===== src/rtl/rv32i_types.sv =====
// Shared RV32I core types: hazard-controller state, pipeline enable bundle,
// the NOP control word loaded into ID/EX on a bubble, and the load-use test.
package rv32i_types;

    typedef enum logic {
        HZ_RUN  = 1'b0,
        HZ_WAIT = 1'b1
    } hz_state_t;

    typedef enum logic [1:0] {
        RFMUX_ALU = 2'd0,
        RFMUX_MEM = 2'd1,
        RFMUX_PC4 = 2'd2,
        RFMUX_IMM = 2'd3
    } regfilemux_sel_t;

    // Decoded control word carried in ID/EX; the datapath loads NOP_CTRL_WORD on a bubble.
    typedef struct packed {
        logic [3:0]      alu_op;
        logic            alu_a_pc;
        logic            alu_b_imm;
        logic            regf_we;
        logic            mem_read;
        logic            mem_write;
        logic [2:0]      funct3;
        logic            br_en;
        logic            jmp_en;
        regfilemux_sel_t regfilemux_sel;
    } ctrl_word_t;

    localparam ctrl_word_t NOP_CTRL_WORD = '{
        alu_op:         4'd0,
        alu_a_pc:       1'b0,
        alu_b_imm:      1'b0,
        regf_we:        1'b0,
        mem_read:       1'b0,
        mem_write:      1'b0,
        funct3:         3'd0,
        br_en:          1'b0,
        jmp_en:         1'b0,
        regfilemux_sel: RFMUX_ALU
    };

    typedef struct packed {
        logic load_pc;
        logic load_if_id;
        logic load_id_ex;
        logic load_ex_mem;
        logic load_mem_wb;
        logic bubble_id_ex;
        logic flush_if_id;
        logic pcmux_br;
    } pipe_ctrl_t;

    localparam pipe_ctrl_t CTRL_FREEZE = '{
        load_pc: 1'b0, load_if_id: 1'b0, load_id_ex: 1'b0, load_ex_mem: 1'b0,
        load_mem_wb: 1'b0, bubble_id_ex: 1'b0, flush_if_id: 1'b0, pcmux_br: 1'b0
    };

    localparam pipe_ctrl_t CTRL_ADVANCE = '{
        load_pc: 1'b1, load_if_id: 1'b1, load_id_ex: 1'b1, load_ex_mem: 1'b1,
        load_mem_wb: 1'b1, bubble_id_ex: 1'b0, flush_if_id: 1'b0, pcmux_br: 1'b0
    };

    // Hold PC and IF/ID, let the load move on and slip a NOP in behind it.
    localparam pipe_ctrl_t CTRL_LOAD_USE = '{
        load_pc: 1'b0, load_if_id: 1'b0, load_id_ex: 1'b1, load_ex_mem: 1'b1,
        load_mem_wb: 1'b1, bubble_id_ex: 1'b1, flush_if_id: 1'b0, pcmux_br: 1'b0
    };

    localparam pipe_ctrl_t CTRL_BRANCH = '{
        load_pc: 1'b1, load_if_id: 1'b1, load_id_ex: 1'b1, load_ex_mem: 1'b1,
        load_mem_wb: 1'b1, bubble_id_ex: 1'b1, flush_if_id: 1'b1, pcmux_br: 1'b1
    };

    function automatic logic load_use_hazard(
        input logic       ex_is_load,
        input logic [4:0] ex_rd,
        input logic [4:0] rs1,
        input logic       uses_rs1,
        input logic [4:0] rs2,
        input logic       uses_rs2
    );
        return ex_is_load && (ex_rd != 5'd0) &&
               ((uses_rs1 && (rs1 == ex_rd)) || (uses_rs2 && (rs2 == ex_rd)));
    endfunction

endpackage


===== src/rtl/sat_counter.sv =====
// Saturating event counter: counts inc pulses, sticks at all-ones, cleared by rst.
module sat_counter #(
    parameter int W = 32
) (
    input  logic         clk,
    input  logic         rst,
    input  logic         inc,
    output logic [W-1:0] count
);

    localparam logic [W-1:0] ONE = {{(W-1){1'b0}}, 1'b1};

    always_ff @(posedge clk) begin
        if (rst) begin
            count <= '0;
        end else if (inc && (count != '1)) begin
            count <= count + ONE;
        end
    end

endmodule


===== src/rtl/hazard_ctrl.sv =====
// Pipeline sequencing for the 5-stage RV32I core: cache-miss freezes, load-use
// bubbles and taken-branch flushes. Define HAZARD_PERF_EN for the perf counters.
module hazard_ctrl
    import rv32i_types::*;
#(
    parameter int CNT_W = 32
) (
    input  logic             clk,
    input  logic             rst,
    input  logic [4:0]       id_rs1,
    input  logic [4:0]       id_rs2,
    input  logic             id_uses_rs1,
    input  logic             id_uses_rs2,
    input  logic [4:0]       ex_rd,
    input  logic             ex_is_load,
    input  logic             ex_br_taken,
    input  logic             icache_req,
    input  logic             icache_resp,
    input  logic             dcache_req,
    input  logic             dcache_resp,
    output logic             load_pc,
    output logic             load_if_id,
    output logic             load_id_ex,
    output logic             load_ex_mem,
    output logic             load_mem_wb,
    output logic             bubble_id_ex,
    output logic             flush_if_id,
    output logic             pcmux_br,
    output logic [CNT_W-1:0] stall_cnt,
    output logic [CNT_W-1:0] bubble_cnt,
    output logic [CNT_W-1:0] flush_cnt,
    output logic             hz_state_dbg
);

    // Cache handshake: req stays high from the first cycle of an access until
    // the cycle resp pulses; resp in the first req cycle is a hit. Once a cache
    // has answered, its req may stay high until the advance and is ignored.
    hz_state_t  state_q, state_d;
    logic       i_done_q, i_done_d;
    logic       d_done_q, d_done_d;
    logic       i_hit, d_hit;
    logic       miss;
    logic       load_use;
    logic       advance;
    pipe_ctrl_t adv_ctrl;
    pipe_ctrl_t ctrl;

    assign i_hit = icache_req & icache_resp;
    assign d_hit = dcache_req & dcache_resp;
    assign miss  = (icache_req & ~icache_resp & ~i_done_q) |
                   (dcache_req & ~dcache_resp & ~d_done_q);

    assign load_use = load_use_hazard(ex_is_load, ex_rd, id_rs1, id_uses_rs1,
                                      id_rs2, id_uses_rs2);

    // A taken branch wins over load-use: the dependent instruction is wrong-path.
    always_comb begin
        adv_ctrl = CTRL_ADVANCE;
        if (ex_br_taken) begin
            adv_ctrl = CTRL_BRANCH;
        end else if (load_use) begin
            adv_ctrl = CTRL_LOAD_USE;
        end
    end

    always_ff @(posedge clk) begin
        if (rst) begin
            state_q  <= HZ_RUN;
            i_done_q <= 1'b0;
            d_done_q <= 1'b0;
        end else begin
            state_q  <= state_d;
            i_done_q <= i_done_d;
            d_done_q <= d_done_d;
        end
    end

    always_comb begin
        state_d  = state_q;
        i_done_d = i_done_q;
        d_done_d = d_done_q;
        advance  = 1'b0;
        ctrl     = CTRL_FREEZE;
        if (!rst) begin
            case (state_q)
                HZ_RUN: begin
                    if (miss) begin
                        state_d  = HZ_WAIT;
                        i_done_d = i_done_q | i_hit;
                        d_done_d = d_done_q | d_hit;
                    end else begin
                        advance = 1'b1;
                    end
                end
                HZ_WAIT: begin
                    if (miss) begin
                        i_done_d = i_done_q | i_hit;
                        d_done_d = d_done_q | d_hit;
                    end else begin
                        state_d = HZ_RUN;
                        advance = 1'b1;
                    end
                end
                default: state_d = HZ_RUN;
            endcase
            if (advance) begin
                i_done_d = 1'b0;
                d_done_d = 1'b0;
                ctrl     = adv_ctrl;
            end
        end
    end

    assign load_pc      = ctrl.load_pc;
    assign load_if_id   = ctrl.load_if_id;
    assign load_id_ex   = ctrl.load_id_ex;
    assign load_ex_mem  = ctrl.load_ex_mem;
    assign load_mem_wb  = ctrl.load_mem_wb;
    assign bubble_id_ex = ctrl.bubble_id_ex;
    assign flush_if_id  = ctrl.flush_if_id;
    assign pcmux_br     = ctrl.pcmux_br;
    assign hz_state_dbg = ~rst & (state_q == HZ_WAIT);

`ifdef HAZARD_PERF_EN
    logic             frozen;
    logic             bubble_evt;
    logic             flush_evt;
    logic [CNT_W-1:0] stall_q, bubble_q, flush_q;

    assign frozen     = ~rst & miss;
    assign bubble_evt = advance & ~ex_br_taken & load_use;
    assign flush_evt  = advance & ex_br_taken;

    sat_counter #(.W(CNT_W)) u_stall_cnt (
        .clk   (clk),
        .rst   (rst),
        .inc   (frozen),
        .count (stall_q)
    );

    sat_counter #(.W(CNT_W)) u_bubble_cnt (
        .clk   (clk),
        .rst   (rst),
        .inc   (bubble_evt),
        .count (bubble_q)
    );

    sat_counter #(.W(CNT_W)) u_flush_cnt (
        .clk   (clk),
        .rst   (rst),
        .inc   (flush_evt),
        .count (flush_q)
    );

    // Counters read as zero during reset, like every other output.
    assign stall_cnt  = rst ? '0 : stall_q;
    assign bubble_cnt = rst ? '0 : bubble_q;
    assign flush_cnt  = rst ? '0 : flush_q;
`else
    assign stall_cnt  = '0;
    assign bubble_cnt = '0;
    assign flush_cnt  = '0;
`endif

endmodule


===== config.mk =====
export PLATFORM = sky130hd
export DESIGN_NAME = hazard_ctrl
export DESIGN_NICKNAME = d
export VERILOG_FILES = /design/src/rtl/rv32i_types.sv /design/src/rtl/sat_counter.sv /design/src/rtl/hazard_ctrl.sv
export SDC_FILE = /design/constraint.sdc
export NUM_CORES = 1
export LEC_CHECK = 0
export ABC_AREA = 0
export ABC_CLOCK_PERIOD_IN_PS = 3400
export CORE_ASPECT_RATIO = 1.5
export CORE_UTILIZATION = 28
export DETAILED_ROUTE_END_ITERATION = 12
export GPL_TIMING_DRIVEN = 0
export PLACE_DENSITY_LB_ADDON = 0.25
export SYNTH_ARGS = -nofsm -noshare
export SYNTH_HDL_FRONTEND = slang
export SYNTH_SLANG_ARGS = --single-unit

===== constraint.sdc =====
create_clock -name clk -period 3.4 [get_ports clk]
set_input_delay 0.68 -clock clk [delete_from_list [all_inputs] [get_ports clk]]
set_output_delay 0.68 -clock clk [all_outputs]
set_load 0.03 [all_outputs]

## Yosys cells after proc, flatten, opt, wreduce, memory -nomap -nowiden

Index checks and enable logic that the tools add are counted.

- Register bits: 3
- Input bits: 25
- Output and inout port bits: 105
- Word-level logic and storage cells: 36

- Equality and inequality tests: 2
- Multiplexer cells: 9
- Bitwise gates (word level): 15
- Reduce and logical (&&, ||, !) cells: 7

Operators with widths:

| cell | number |
|---|---|
| 8-bit two-way mux | 4 |
| 5-bit == test | 2 |
| 1-bit bitwise AND | 7 |
| 1-bit two-way mux | 5 |
| 1-bit inverter | 5 |
| 5-bit nonzero test | 1 |
| 1-bit logical AND | 4 |
| 1-bit bitwise OR | 3 |
| 2-bit OR reduction | 1 |
| 1-bit logical OR | 1 |

## Depth between registers and ports, before layout

- Depth after elaboration: 8
- Gate-level depth with buffers: 5
- Gate-level depth less buffers: 4

## Worst setup path before layout

Ideal clock, no wire load.

- Kind: in2out
- Start: input port dcache_req
- End: output port bubble_id_ex
- Data arrival time: 2.173 ns
- Data required time: 2.720 ns
- Setup slack: 0.547 ns
- Stages on the path: 4
- Path buffers: 0
- Cell sequence: nor3b_1 nor3_2 and2_1 o21bai_1

- Longest elaborated chain between the ends: 7

Ends and longest elaborated chain:

| what | RTL line | text |
|---|---|---|
| start: declaration | hazard_ctrl.sv:19 | `input logic dcache_req,` |
| 1-bit bitwise AND (2 in a row) | hazard_ctrl.sv:51 | `(dcache_req & ~dcache_resp & ~d_done_q);` |
| 1-bit bitwise OR | hazard_ctrl.sv:50 | `assign miss = (icache_req & ~icache_resp & ~i_done_q) \|` |
| 1-bit two-way mux | hazard_ctrl.sv:87, hazard_ctrl.sv:96 |  |
| 1-bit two-way mux | hazard_ctrl.sv:84 | `if (!rst) begin` |
| 8-bit two-way mux | hazard_ctrl.sv:106 | `if (advance) begin` |
| 8-bit two-way mux | hazard_ctrl.sv:84 |  |
| end: declaration | hazard_ctrl.sv:26 | `output logic bubble_id_ex,` |

No other way between the ends. The select of a mux whose other input is x is not followed.

## Final worst setup path

- Start: input port icache_req
- End: output port bubble_id_ex

- Longest elaborated chain between the ends: 7

Ends and longest elaborated chain:

| what | RTL line | text |
|---|---|---|
| start: declaration | hazard_ctrl.sv:17 | `input logic icache_req,` |
| 1-bit bitwise AND (2 in a row) | hazard_ctrl.sv:50 |  |
| 1-bit bitwise OR | hazard_ctrl.sv:50 |  |
| 1-bit two-way mux | hazard_ctrl.sv:87, hazard_ctrl.sv:96 |  |
| 1-bit two-way mux | hazard_ctrl.sv:84 |  |
| 8-bit two-way mux | hazard_ctrl.sv:106 |  |
| 8-bit two-way mux | hazard_ctrl.sv:84 |  |

No other way between the ends. The select of a mux whose other input is x is not followed.

==> out/summary.json <==
{
  "drt_drc_violations_left": {"value": 0},
  "mappedNetlistArea": {"value": 1040, "unit": "µm²"},
  "maximum_clock_frequency": {"value": 303, "unit": "MHz"},
  "internal_power": {"value": 0.242, "unit": "mW"},
  "skew": {"value": 0.000969, "unit": "ns"},
  "yosys_warnings": {"value": 0},
  "finish.net_count": {"value": 294},
  "initial_core_util": {"value": 29.9, "unit": "%"},
  "design_area": {"value": 1850, "unit": "µm²"},
  "clkPwrFrac": {"value": 22.3, "unit": "%"},
  "ys_top_cells_by_area": {"value": "buf_4, xor2_1, dfxtp_1"},
  "timing.final.hold_violations": {"value": 0},
  "synth-seq-cells": {"value": 3},
  "synthAdderAreaFrac": {"value": 0, "unit": "%"},
  "timing.critical_path.fanout_max": {"value": 5},
  "drtPass1Iterations": {"value": 2},
  "htree_num_levels": {"value": 1},
  "synth_largest_area_cell": {"value": "buf_4"},
  "postRouteWirelength": {"value": 2.01, "unit": "mm"},
  "critical_path.top_delay_family": {"value": "buffers and inverters"},
  "dr_total_vias": {"value": 893},
  "std_cell_rows": {"value": 26},
  "run_status": {"value": "completed"},
  "delay_of_the_slowest_cell_on_the_worst_path": {"value": 0.60, "unit": "ns"},
  "cp-end-kind": {"value": "output pin"},
  "power.switching_fraction": {"value": 46.8, "unit": "%"},
  "first_global_vias": {"value": 677},
  "overflow": {"value": 0},
  "port_buffers": {"value": 33},
  "synth_area_per_cell": {"value": 7.76, "unit": "µm²"},
  "cts_root_buffer": {"value": "clkbuf_8"},
  "rsz0062_at_grt": {"value": "no"},
  "path_cells": {"value": "clkdlybuf4s50_1 > nor3b_1 > nor3_2 > buf_4 > and2_1 > o21bai_1 > clkdlybuf4s50_1"},
  "critical_path_class": {"value": "in -> out"},
  "critical_path.slowest_cell": {"value": "clkdlybuf4s50_1"},
  "layout_cells_sized_above_1": {"value": 40.3, "unit": "%"},
  "grt_antenna_before_repair": {"value": 0},
  "tns": {"value": 0, "unit": "ns"},
  "post-route-period-util": {"value": 97.1, "unit": "%"},
  "die_h": {"value": 76.6, "unit": "µm"},
  "synth.mux.area_fraction": {"value": 0, "unit": "%"},
  "hold-worst-slack": {"value": 0.512, "unit": "ns"},
  "hpwl": {"value": 1.94, "unit": "mm"},
  "n_fill_cell": {"value": 359},
  "power.ir.vdd_worst": {"value": 168, "unit": "µV"},
  "postLayoutCoreUtil": {"value": 53.0, "unit": "%"},
  "fraction_of_synthesized_cell_area_taken_by_the_top_area_cell_type": {"value": 72.2, "unit": "%"},
  "gpl.final_weighted_congestion": {"value": 0.630},
  "tritoncts_buffers": {"value": 3},
  "vias_per_cell": {"value": 2.88},
  "p_comb_share": {"value": 69.5, "unit": "%"},
  "worst-endpoint-required": {"value": 2.72, "unit": "ns"},
  "initialDrtViolationCount": {"value": 1},
  "critical_path.startpoint_type": {"value": "input port"},
  "die_x": {"value": 51.8, "unit": "µm"},
  "maximum_capacitance_violations": {"value": 0},
  "worst_ep_arrival_time": {"value": 2.62, "unit": "ns"},
  "cp.buffers_inverters": {"value": 3},
  "hp-class": {"value": "reg -> reg"},
  "netlist-cell-type-count": {"value": 21},
  "synth-compound-area-share": {"value": 4.57, "unit": "%"},
  "synthToLayoutAreaGrowth": {"value": 77.5, "unit": "%"},
  "sequentialPowerShare": {"value": 8.2, "unit": "%"},
  "postPlaceCellArea": {"value": 1780, "unit": "µm²"},
  "maximum_number_of_pins_on_one_net_before_global_route_repair": {"value": 7},
  "clock_path_buffers": {"value": 2},
  "netlist_instances": {"value": 134},
  "synthSimpleGateAreaFrac": {"value": 8.66, "unit": "%"},
  "detail-route-antenna-nets": {"value": 0},
  "io-pin-count": {"value": 130},
  "cellLeakagePower": {"value": 1.12, "unit": "nW"},
  "insertion_delay": {"value": 0.21, "unit": "ns"},
  "pins_over_slew_limit": {"value": 0},
  "final-setup-viol-count": {"value": 0},
  "first_pass_grt_wire_length": {"value": 2.73, "unit": "mm"},
  "combinational_family_with_the_most_area_after_synthesis": {"value": "buffers and inverters"},
  "cts_clock_pin_slew_for_the_worst_setup_and_hold_paths": {"value": 0.03, "unit": "ns"},
  "power.density": {"value": 247, "unit": "nW/µm²"},
  "net-switching-power": {"value": 0.213, "unit": "mW"},
  "routed_wire_length_per_instance": {"value": 6.47, "unit": "µm"},
  "clock_sink_count": {"value": 3},
  "floorplan.die_area": {"value": 3970, "unit": "µm²"},
  "tritoncts_clock_tree": {"value": "done"},
  "seq_area_frac_synth": {"value": 5.78, "unit": "%"},
  "antenna-diode-count": {"value": 0},
  "design.core.area": {"value": 3480, "unit": "µm²"},
  "aggregate_global_route_resource_usage": {"value": 9.34, "unit": "%"},
  "timing.critical_path.mode_cell": {"value": "clkdlybuf4s50_1"},
  "post-route-min-period": {"value": 3.30, "unit": "ns"},
  "synth_xor_xnor_area_share": {"value": 8.42, "unit": "%"}
}
==> cells in the final DEF (no fill, tap or decap) <==
| master | n |
|---|---|
| buf_4 | 102 |
| conb_1 | 96 |
| clkdlybuf4s50_1 | 31 |
| xor2_1 | 8 |
| clkbuf_8 | 3 |
| dfxtp_1 | 3 |
| xnor2_1 | 2 |
| nor3b_1 | 2 |
| nor2_1 | 2 |
| a21oi_1 | 2 |
| nor4_2 | 1 |
| nor4_1 | 1 |
| and2_0 | 1 |
| a32oi_1 | 1 |
| or4_1 | 1 |
| nor3b_2 | 1 |
| nor3_2 | 1 |
| o211ai_1 | 1 |
| and2_1 | 1 |
| o21bai_1 | 1 |
| nor2b_1 | 1 |
| o21ai_1 | 1 |
| o31a_1 | 1 |
| nor3_1 | 1 |
| clkbuf_1 | 1 |
| dlymetal6s2s_1 | 1 |
| dlygate4sd2_1 | 1 |
==> through the flow <==
stage                     worst slack [ns]  std cells  power [mW]
after CTS                          0.00887        308       0.452
after detailed placement           -0.0732        304       0.347
final                               0.0972        310       0.455
after floorplan                      0.547        229       0.299
after global placement             -0.0951        304       0.347
after global routing               0.00283        310       0.481
==> area by class of cell <==
type	instances	area (µm²)	share of cell area (%)
clock buffer	4	45.0	2.44
multi-input combinational	126	591	32.0
buffer	100	751	40.7
timing repair buffer	35	347	18.8
tap	42	52.6	2.85
sequential	3	60.1	3.25
==> kinds of logic after synthesis <==
kind of cell    count (synthesis)
other cells                     1
compound gates                  7
simple gates                   13
buf+inv                       100
flops                           3
xor+xnor                       10
==> tightest hold or removal path: stages, from the launching register on <==
cell     delay, ns
dfxtp_1       0.30
a21oi_1       0.11
nor3b_1       0.05
==> synth_stat cells (all sizes together) <==
library cell,n
a21oi,2
a32oi,1
and2,2
buf,100
conb,1
dfxtp,3
nor2,2
nor2b,1
nor3,2
nor3b,3
nor4,2
o211ai,1
o21ai,1
o21bai,1
o31a,1
or4,1
xnor2,2
xor2,8
==> registers in the layout, summed over array words and instances, names as in the netlist <==
signal,cells
i_done_q,1
state_q,1
d_done_q,1
==> power groups by stage <==
| stage | logic, mW | clock network, mW | registers (mW) |
|---|---|---|---|
| after floorplan | 0.261 | 0 | 0.0377 |
| after global placement | 0.309 | 0 | 0.0378 |
| after detailed placement | 0.309 | 0 | 0.0378 |
| after CTS | 0.309 | 0.105 | 0.0373 |
| after global routing | 0.334 | 0.109 | 0.0375 |
| final | 0.316 | 0.102 | 0.0374 |
==> path summary, 6_finish.rpt <==
path,from,to,slack [ns],cells after the start
setup / recovery,icache_req,bubble_id_ex,0.1,7
hold / removal,i_done_q,i_done_q,0.51,2
setup reg to reg,i_done_q,d_done_q,2.43,3
hold reg to reg,i_done_q,i_done_q,0.51,2
==> per-layer routing <==
layer	global-route usage (%)	vias up	share of wire [%]
li1	-	496	-
met1	6.77	322	28
met2	19.1	75	58
met3	2.59	0	14
met4	5.68	0	0
met5	0	-	0
==> what timing repair did <==
action,in CTS,in global routing
setup endpoints to repair,1,3
gates resized for setup,1,2
pin swaps,0,1
hold buffers,0,0
buffers inserted,0,2
Power figures use the tool's default switching activity.
